===== src/rtl/uart_tx_arbiter.sv =====
// ---------------------------------------------------------------------------
// uart_tx_arbiter
//
// Round-robin arbiter and sequencer that shares one uart_tx serializer among
// NREQ byte requesters. A winning byte is latched and presented on uart_data.
// uart_start is held until the serializer reports busy. The block then waits
// for busy to clear before it arbitrates again.
//
// Optional build macro: UART_ARB_LOCK_EN
//   When this macro is defined, the input req_lock is added. A capture with
//   req_lock[winner]=1 locks the arbiter to that requester so that a
//   multi-byte message goes out contiguously.
//
// Ports:
//   clk_25mhz    in   1       system clock
//   reset        in   1       synchronous, active-high reset
//   req          in   NREQ    per-requester byte valid, held until req_ack
//   req_data     in   8*NREQ  byte of requester i on [8i+7:8i]
//   req_lock     in   NREQ    (UART_ARB_LOCK_EN only) keep grant after capture
//   req_ack      out  NREQ    one-cycle pulse: requester's byte captured
//   grant_id     out  IDW     index of requester owning the UART
//   active       out  1       high whenever not IDLE
//   uart_data    out  8       byte to uart_tx, stable START entry..IDLE
//   uart_start   out  1       to uart_tx start_tx
//   uart_busy    in   1       from uart_tx busy
//   err_timeout  out  1       one-cycle pulse: busy never rose within TIMEOUT
// ---------------------------------------------------------------------------
module uart_tx_arbiter #(
  parameter int              NREQ    = 4,
  parameter int              IDW     = 2,
  parameter int              TW      = 16,
  parameter logic [TW-1:0]   TIMEOUT = 16'd1023
) (
  input  logic                clk_25mhz,
  input  logic                reset,
  input  logic [NREQ-1:0]     req,
  input  logic [8*NREQ-1:0]   req_data,
`ifdef UART_ARB_LOCK_EN
  input  logic [NREQ-1:0]     req_lock,
`endif
  output logic [NREQ-1:0]     req_ack,
  output logic [IDW-1:0]      grant_id,
  output logic                active,
  output logic [7:0]          uart_data,
  output logic                uart_start,
  input  logic                uart_busy,
  output logic                err_timeout
);

  typedef enum logic [1:0] {
    ST_IDLE  = 2'd0,
    ST_START = 2'd1,
    ST_WAIT  = 2'd2
  } state_t;

  localparam logic [NREQ-1:0] REQ_ONE = NREQ'(1);

  state_t          state_reg;
  logic [IDW-1:0]  rr_ptr_reg;
  logic [TW-1:0]   tmo_cnt_reg;
  logic [TW-1:0]   tmo_cnt_next;
  logic [NREQ-1:0] req_eff;
  logic [IDW-1:0]  win_id;
  logic            win_found;
  logic [IDW-1:0]  rr_ptr_next;
  logic [7:0]      req_byte [NREQ];

`ifdef UART_ARB_LOCK_EN
  logic            lock_reg;
`endif

  // Unpack the flat byte bus so the winner's byte is a plain array lookup.
  generate
    for (genvar gi = 0; gi < NREQ; gi++) begin : g_unpack
      assign req_byte[gi] = req_data[8*gi +: 8];
    end
  endgenerate

  // First set bit of r at or above p, wrapping past NREQ-1 to 0. The loop
  // runs from the farthest offset to the nearest so the nearest hit is the
  // last assignment and wins. The MSB of the result flags "found".
  function automatic logic [IDW:0] rr_pick(input logic [NREQ-1:0] r,
                                           input logic [IDW-1:0]  p);
    logic [IDW:0] res;
    int           idx;
    res = '0;
    for (int i = NREQ - 1; i >= 0; i--) begin
      idx = int'(p) + i;
      if (idx >= NREQ) idx = idx - NREQ;
      if (r[idx[IDW-1:0]]) res = {1'b1, idx[IDW-1:0]};
    end
    return res;
  endfunction

  // While locked, only the current owner may be considered.
  always_comb begin
    req_eff = req;
`ifdef UART_ARB_LOCK_EN
    if (lock_reg) req_eff = req & (REQ_ONE << grant_id);
`endif
  end

  assign {win_found, win_id} = rr_pick(req_eff, rr_ptr_reg);
  assign rr_ptr_next  = (win_id == IDW'(NREQ - 1)) ? '0 : win_id + 1'b1;
  assign tmo_cnt_next = (tmo_cnt_reg == '1) ? tmo_cnt_reg : tmo_cnt_reg + 1'b1;

  always_ff @(posedge clk_25mhz) begin
    if (reset) begin
      state_reg   <= ST_IDLE;
      rr_ptr_reg  <= '0;
      tmo_cnt_reg <= '0;
      req_ack     <= '0;
      grant_id    <= '0;
      active      <= 1'b0;
      uart_data   <= 8'h00;
      uart_start  <= 1'b0;
      err_timeout <= 1'b0;
`ifdef UART_ARB_LOCK_EN
      lock_reg    <= 1'b0;
`endif
    end else begin
      // Both pulses are single-cycle by default.
      req_ack     <= '0;
      err_timeout <= 1'b0;

      case (state_reg)
        ST_IDLE: begin
          if (win_found) begin
            uart_data   <= req_byte[win_id];
            grant_id    <= win_id;
            req_ack     <= REQ_ONE << win_id;
            tmo_cnt_reg <= '0;
            uart_start  <= 1'b1;
            active      <= 1'b1;
            state_reg   <= ST_START;
`ifdef UART_ARB_LOCK_EN
            // A locked capture keeps the pointer so the owner is re-granted.
            if (req_lock[win_id]) begin
              lock_reg   <= 1'b1;
            end else begin
              lock_reg   <= 1'b0;
              rr_ptr_reg <= rr_ptr_next;
            end
`else
            rr_ptr_reg  <= rr_ptr_next;
`endif
          end
        end

        ST_START: begin
          if (uart_busy) begin
            uart_start <= 1'b0;
            state_reg  <= ST_WAIT;
          end else begin
            tmo_cnt_reg <= tmo_cnt_next;
            // The serializer never picked the byte up. Drop it; the pointer
            // keeps its advanced value.
            if (tmo_cnt_next >= TIMEOUT) begin
              uart_start  <= 1'b0;
              err_timeout <= 1'b1;
              active      <= 1'b0;
              state_reg   <= ST_IDLE;
`ifdef UART_ARB_LOCK_EN
              lock_reg    <= 1'b0;
`endif
            end
          end
        end

        ST_WAIT: begin
          if (!uart_busy) begin
            active    <= 1'b0;
            state_reg <= ST_IDLE;
          end
        end

        default: begin
          uart_start <= 1'b0;
          active     <= 1'b0;
          state_reg  <= ST_IDLE;
        end
      endcase
    end
  end

endmodule


===== config.mk =====
export PLATFORM = sky130hd
export DESIGN_NAME = uart_tx_arbiter
export DESIGN_NICKNAME = d
export VERILOG_FILES = /design/src/rtl/uart_tx_arbiter.sv
export SDC_FILE = /design/constraint.sdc
export NUM_CORES = 1
export LEC_CHECK = 0
export CELL_PAD_IN_SITES_DETAIL_PLACEMENT = 0
export CELL_PAD_IN_SITES_GLOBAL_PLACEMENT = 1
export CORE_MARGIN = 10
export CORE_UTILIZATION = 33
export DETAILED_ROUTE_END_ITERATION = 16
export PLACE_DENSITY_LB_ADDON = 0.1
export SYNTH_ARGS = -nofsm -noshare
export SYNTH_HDL_FRONTEND = slang
export SYNTH_SLANG_ARGS = --single-unit

===== constraint.sdc =====
create_clock -name clk_25mhz -period 2.2 [get_ports clk_25mhz]
set_clock_uncertainty 0.2 [all_clocks]
set_input_delay 0.44 -clock clk_25mhz [delete_from_list [all_inputs] [get_ports clk_25mhz]]
set_output_delay 0.44 -clock clk_25mhz [all_outputs]
set_load 0.02 [all_outputs]

* Word level (Yosys, flattened, before mapping)
Cells that the tools add are included.
Storage, ports and cells: output and inout bits 17, bits in registers 37
Cells by class: muxes and demuxes 37, $lt $le $gt $ge 10, reductions and logical operators 9, shifts and indexed selects 1, equal/unequal tests 9, bitwise gates (word level) 5, add/subtract/negate cells 9
Operators by type and width (count):
- two-way mux 16 bit | 3
- case mux 16 bit (2 select lines) | 1
- two-way mux 2 bit | 9
- adder 16 x 1 -> 16 bit (second input constant) | 1
- binary-select mux 8 bit (select 2 bit) | 1
- equality test 16 bit (second input constant) | 1
- >= comparator 16 x 10 -> 1 bit (second input constant) | 1
- two-way mux 8 bit | 2
- >= comparator 3 bit (second input constant) | 4
- < comparator 2 x 3 -> 1 bit (second input constant) | 4
- two-way mux 3 bit | 4
- two-way mux 1 bit | 10
- AND reduction 3 bit | 3
- binary-select mux 1 bit (select 2 bit) | 4
- inequality test 2 bit (second input constant) | 4
- subtractor 2 x 1 -> 2 bit (second input constant) | 4
- adder 2 x 2 -> 3 bit (second input constant) | 2
- case mux 1 bit (3 select lines) | 2
- case mux 2 bit (3 select lines) | 1
- OR reduction 3 bit | 2
- equality test 2 bit (second input constant) | 2
- NOT 1 bit | 4
- AND reduction 4 bit | 1
- left shift 1 x 2 -> 4 bit (first input constant) | 1
- 9 further kinds | 9

* Longest topological paths before layout
Gate-level depths: netlist of the first run.
depth in word-level cells 13, mapped depth 9

* Least setup slack after synthesis of the first run
No wires, ideal clock.
path type reg-to-reg, start point register tmo_cnt_reg[1], end point register state_reg[0], arrival time 1763 ps, cell stages (with the launch flop) 8, data required time 1862 ps, path slack 99 ps, setup time 138 ps, clock period less this slack 2101 ps, buffers on the path 0, path through dfxtp_1 -> ha_1 -> nand4_2 -> or3_1 -> a221o_1 -> o31ai_1 -> and3_4 -> o32ai_1
On the way: cells in the longest elaborated chain, start to end 5
Ends and longest elaborated chain:
- start: declaration | line 60 | logic [TW-1:0] tmo_cnt_reg;
- start signal: assignment | line 155 | tmo_cnt_reg <= tmo_cnt_next;
- adder 16 x 1 -> 16 bit or equality test 16 bit (tied branches) | line 105 | assign tmo_cnt_next = (tmo_cnt_reg == '1) ? tmo_cnt_reg : tmo_cnt_reg + 1'b1;
- two-way mux 16 bit * | line 105
- >= comparator 16 x 10 -> 1 bit * | line 158 | if (tmo_cnt_next >= TIMEOUT) begin
- inequality test 3 bit (no source line) *
- AND reduction 3 bit (no source line) *
- end signal: assignment | line 109 | state_reg <= ST_IDLE;
- end signal: assignment | line 153 | state_reg <= ST_WAIT;
- end signal: assignment | line 162 | state_reg <= ST_IDLE;
- end: declaration | line 58 | state_t state_reg;
Mark *: on every way between the ends. The rest lies on a longest branch, timed or not. A chain may end at the register's enable or synchronous reset.

* Final worst setup path of the first run
start point register tmo_cnt_reg[1], end point register uart_start
On the way: cells in the longest elaborated chain, start to end 5
Ends and longest elaborated chain:
- adder 16 x 1 -> 16 bit or equality test 16 bit (tied branches) | line 105
- two-way mux 16 bit * | line 105
- >= comparator 16 x 10 -> 1 bit * | line 158
- inequality test 3 bit (no source line) *
- AND reduction 3 bit (no source line) *
- end signal: assignment | line 116 | uart_start <= 1'b0;
- end signal: assignment | line 152 | uart_start <= 1'b0;
- end signal: assignment | line 159 | uart_start <= 1'b0;
- end: declaration | line 45 | output logic uart_start,
Marks and branches as above.

==> impl_metrics.toml, run 1 <==
[clock_tree]
clockBufferDepth = 2
cts.sinks = 37
h-tree-depth = 2
clk-insertion-delay-late_ps = 290
cts_buffers = 5
clockRootBuffer = "clkbuf_8"
clk_pin_slew_ps = 80
cts_tree = "built"

[routing]
route.detailed.drc = 0
dr.pass1.iters = 5
vias = 2277
wl_per_cell_um = 15.08
ant_nets = 0
vias_per_cell = 5.175
finalWirelength_mm = 6.634
drtIter0Drc = 74

[layout]
final_cell_mix = "clkdlybuf4s50_1 (55), buf_4 (53), dfxtp_1 (35)"
fin_util_pct = 52.01
insertedDiodeCount = 0
layout-drive-gt1-share_pct = 24.24
final_common_cell = "clkdlybuf4s50_1"
instances_no_fill = 440
largest_reg_flops = 16
nNetsFinal = 403
fin_area_mm2 = 0.003359
area_growth_pct = 51.01

[timing]
rsz0062_at_grt = "true"
hold_slack_ps = 251.9
worst_slack_ps = 100.1
worst_slew_pin_slew_ps = 557.0
finalHoldViolCount = 0
period_share_pct = 95.45
relSlewSlack_pct = 62.73
fin_crit_ps = 2100
fmax_ghz = 0.4762
tns_ps = 0
final_max_slew_viol_count = 0
setup_viol = 0

[synth]
ys_ff_latch = 37
synth_edf_count = 0
avgSynthCellArea_um2 = 8.491
synthCells = 262
synth-seq-area-share_pct = 33.30
synth_top_flop_cell = "dfxtp_1"
synth_warnings = 0
synth_area_mm2 = 0.002225
yosysUniqueCellTypes = 54
synthArstFlopShare_pct = 0
synth_fp_nets = 303

[min_path]
hp-class = "flip-flop to flip-flop"

[pwr]
p_per_area_mw_per_mm2 = 582.5
power_mw = 1.957
vdd_drop_max_mv = 0.3998
p_leak_nw = 1.429

[worst_setup_path]
cp.required_ps = 2180
cp-start-kind = "flip-flop"
crit_fanout = 4
worst-setup-path-type = "flip-flop to flip-flop"
cp-end-kind = "flip-flop"
crit_arrival_ps = 2080

[floorplanning]
initial_core_util_pct = 34.44
core_mm2 = 0.006459
die_height_um = 102.1
ioPinCount = 56
placementRows = 29
dieArea_mm2 = 0.01043
die_w_um = 102.1

[run]
maxCapViolCount = 0

[placement]
pre_cts_ws_ps = -204.4
placed_area_mm2 = 0.003169
dp_hpwl_mm = 5.279
io_buffers = 55
dp.cells = 429
gp_congestion = 0.8093

[status]
status = "complete, no violations"

[global_route]
grt_pass1_wl_mm = 10.85
overflow = 0
grt_usage_pct = 12.67
grt_max_degree = 20
antenna_found_initial = 0
grt_pass1_vias = 2271
## cell type report
type                    count  area (um^2)
inverters                   9        33.78
well taps                  77        96.34
clock buffers               8        80.08
flip-flops and latches     37        743.2
multi-input cells         199         1418
repair buffers            110        988.4
fillers                   651         3099
## critical path, stage by stage (launching register included)
cell and delay (ps):
dfxtp_2 360, ha_4 150, nand4_2 110, or3_1 320, a221o_1 350, o31ai_1 110, and3_4 290, o32ai_2 90
## routing by layer
layer	vias to the layer above	GRT usage, %	wire, um
met5	-	0	0
met4	0	2.386	21
li1	1172	-	-
met2	61	19.70	2955
met1	1040	15.68	3073
met3	4	6.073	584
## cell families (layout without fill, tap and decap cells)
family                   count (synthesis)  count (layout)  share of synthesized area [%]
XOR/XNOR                                 2               2                         0.7875
buffers and inverters                   26             127                          7.086
AO/OA/AOI/OAI                           81              81                          23.79
AND/OR/NAND/NOR                         93              93                          24.41
multiplexers                            20              20                          9.055
flip-flops                              37              37                          33.30
adder cells (fa/ha/maj)                  3               3                          1.575
## power breakdown
group / leakage, nW / switching, mW / total (mW) / internal, mW
Clock: 0.0395 / 0.251 / 0.476 / 0.226
Combinational: 1.09 / 0.319 / 0.701 / 0.382
Sequential: 0.303 / 0.0431 / 0.780 / 0.736
Total: 1.43 / 0.613 / 1.96 / 1.34
## cell usage after synthesis (all sizes together) (3+ instances only)
library cell	count	area, um^2
o32ai	3	26.28
a21o	11	82.58
a31oi	4	25.02
nor3	4	20.02
inv	9	33.78
nand2b	5	31.28
nor2	26	100.1
nand3b	4	30.03
a21oi	23	122.6
buf	8	60.05
dfxtp	37	740.7
a211oi	4	35.03
clkbuf	9	63.81
mux2i	19	190.2
a311oi	3	26.28
nand3	6	35.03
o21ai	14	73.82
o22ai	10	62.56
nand2	16	60.06
and3	5	42.54
o31ai	3	22.52
and4	3	26.28
nand4	12	93.84
## timing repair
action / CTS / global route
setup buffers: 0 / 3
resized for setup: 0 / 15
setup endpoints to repair: 0 / 8
endpoints found under the hold margin: 0 / 0
hold buffers: 0 / 0
## worst paths after layout
path / start / endpoint / slack (ps) / cells after the start
setup / recovery: tmo_cnt_reg[1] / uart_start / 100 / 7
hold / removal: uart_data[3] / uart_data[3] / 250 / 1
setup reg to reg: tmo_cnt_reg[1] / uart_start / 100 / 7
hold reg to reg: uart_data[3] / uart_data[3] / 250 / 1
No activity file was read; power rests on OpenSTA's default activity.
==> run 2: changes to the inputs <==
--- a/config.mk
+++ b/config.mk
@@ -11,6 +11,8 @@
 export CORE_UTILIZATION = 33
 export DETAILED_ROUTE_END_ITERATION = 16
 export PLACE_DENSITY_LB_ADDON = 0.1
+export SETUP_SLACK_MARGIN = 0.3
+export SKIP_CTS_REPAIR_TIMING = 1
 export SYNTH_ARGS = -nofsm -noshare
 export SYNTH_HDL_FRONTEND = slang
 export SYNTH_SLANG_ARGS = --single-unit
==> impl_metrics.toml, run 2 (synthesis results as in run 1) <==
[layout]
nNetsFinal = 403
fin_area_mm2 = 0.003537
multi_input_area_mm2 = 0.001490
final_cell_mix = "buf_4 (51), clkdlybuf4s50_1 (36), nor2_1 (22), dfxtp_1 (22), a21oi_1 (20)"
fill_cells = 605
fin_util_pct = 54.77
final_common_cell = "buf_4"
area_growth_pct = 59.00
insertedDiodeCount = 0
layout-drive-gt1-share_pct = 31.96
largest_reg_flops = 16
instances_no_fill = 440
regArea_um2 = 767.0

[worst_setup_path]
cp_slowest_cell = "dfxtp_4"
crit_family = "simple AND/OR/NAND/NOR gates"
worst-setup-path-type = "flip-flop to flip-flop"
max_stage_delay_ps = 380
cp.required_ps = 2170
crit_fanout = 5
cp-start-kind = "flip-flop"
crit_arrival_ps = 2030
critPathBufInv = 0
crit_path_cell_trace = "ha_4 > nand4_4 > or3_1 > a221o_1 > o31ai_2 > and3_4 > o32ai_2"
cp-end-kind = "flip-flop"

[timing]
rsz0062_at_grt = "true"
final_max_slew_viol_count = 0
worst_slew_pin_slew_ps = 392.8
setup_viol = 0
fmax_ghz = 0.4864
relSlewSlack_pct = 73.79
fin_crit_ps = 2056
period_share_pct = 93.45
finalHoldViolCount = 0
tns_ps = 0

[placement]
placed_area_mm2 = 0.003146
dp.cells = 424
dp_hpwl_mm = 5.174
io_buffers = 55
gp_congestion = 0.7711

[floorplanning]
initial_core_util_pct = 34.44
die_height_um = 102.1
core_mm2 = 0.006459
ioPinCount = 56
die_w_um = 102.1
placementRows = 29
dieArea_mm2 = 0.01043

[global_route]
overflow = 0
top_usage_layer = "met2"
grt_use_met1_pct = 15.80
grt_pass1_vias = 2256
grt_use_met2_pct = 19.65
grt_pass1_wl_mm = 10.76
gr-usage-met3_pct = 6.005
antenna_found_initial = 0
grt_max_degree = 20
grt_usage_pct = 12.67

[min_path]
hp-class = "flip-flop to flip-flop"

[routing]
drtIter0Drc = 59
vias = 2268
finalWirelength_mm = 6.846
vias_per_cell = 5.155
wl_per_cell_um = 15.56
ant_nets = 0
dr.pass1.iters = 4
route.detailed.drc = 0

[pwr]
p_per_area_mw_per_mm2 = 586.7
p_leak_nw = 1.760
vdd_drop_max_mv = 0.3093
power_mw = 2.075

[clock_tree]
cts_buffers = 5
cts_tree = "built"
cts.sinks = 37
clk_pin_slew_ps = 80
h-tree-depth = 2
clockBufferDepth = 2
clockRootBuffer = "clkbuf_8"
clk-insertion-delay-late_ps = 290

[status]
status = "complete, no violations"

[run]
maxCapViolCount = 0
run 2: path summary, 6_finish.rpt:
path	from	to	slack, ps	cells past startpoint
setup / recovery	tmo_cnt_reg[1]	state_reg[0]	140	7
hold / removal	uart_data[5]	uart_data[5]	250	1
setup reg to reg	tmo_cnt_reg[1]	state_reg[0]	140	7
hold reg to reg	uart_data[5]	uart_data[5]	250	1
run 2: power breakdown:
part,switching (mW),internal (mW)
Sequential,0.0468,0.735
Combinational,0.340,0.416
Clock,0.254,0.284
run 2: final cells by class:
cell class              count  share of cell area [%]
clock buffers               7                   2.724
repair buffers            110                   29.64
flip-flops and latches     37                   21.68
inverters                   9                  0.9551
well taps                  77                   2.724
multi-input cells         199                   42.13
clock inverters             1                  0.1415
run 2: routing by layer:
layer,part of all wire (%),wire length [um]
met4,0.64,44
met3,7.7,524
met1,46,3160
met5,0,0
met2,46,3116
run 2: stage by stage:
stage / worst slack, ps / hold WS [ps]
after detailed placement: -250.3 / 238.7
after global routing: 46.34 / 272.9
after floorplan: 241.1 / 275.6
final: 144.1 / 247.6
after global placement: -166.8 / 232.3
after CTS: -9.736 / 257.0
run 2: worst reg2reg max path: cells and delay by family, from the launching register on:
family | cells | cell delay [ps]
and+or+nand+nor | 3 | 680
AOI/OAI and AO/OA | 3 | 520
DFF | 1 | 380
adders and majority gates | 1 | 170
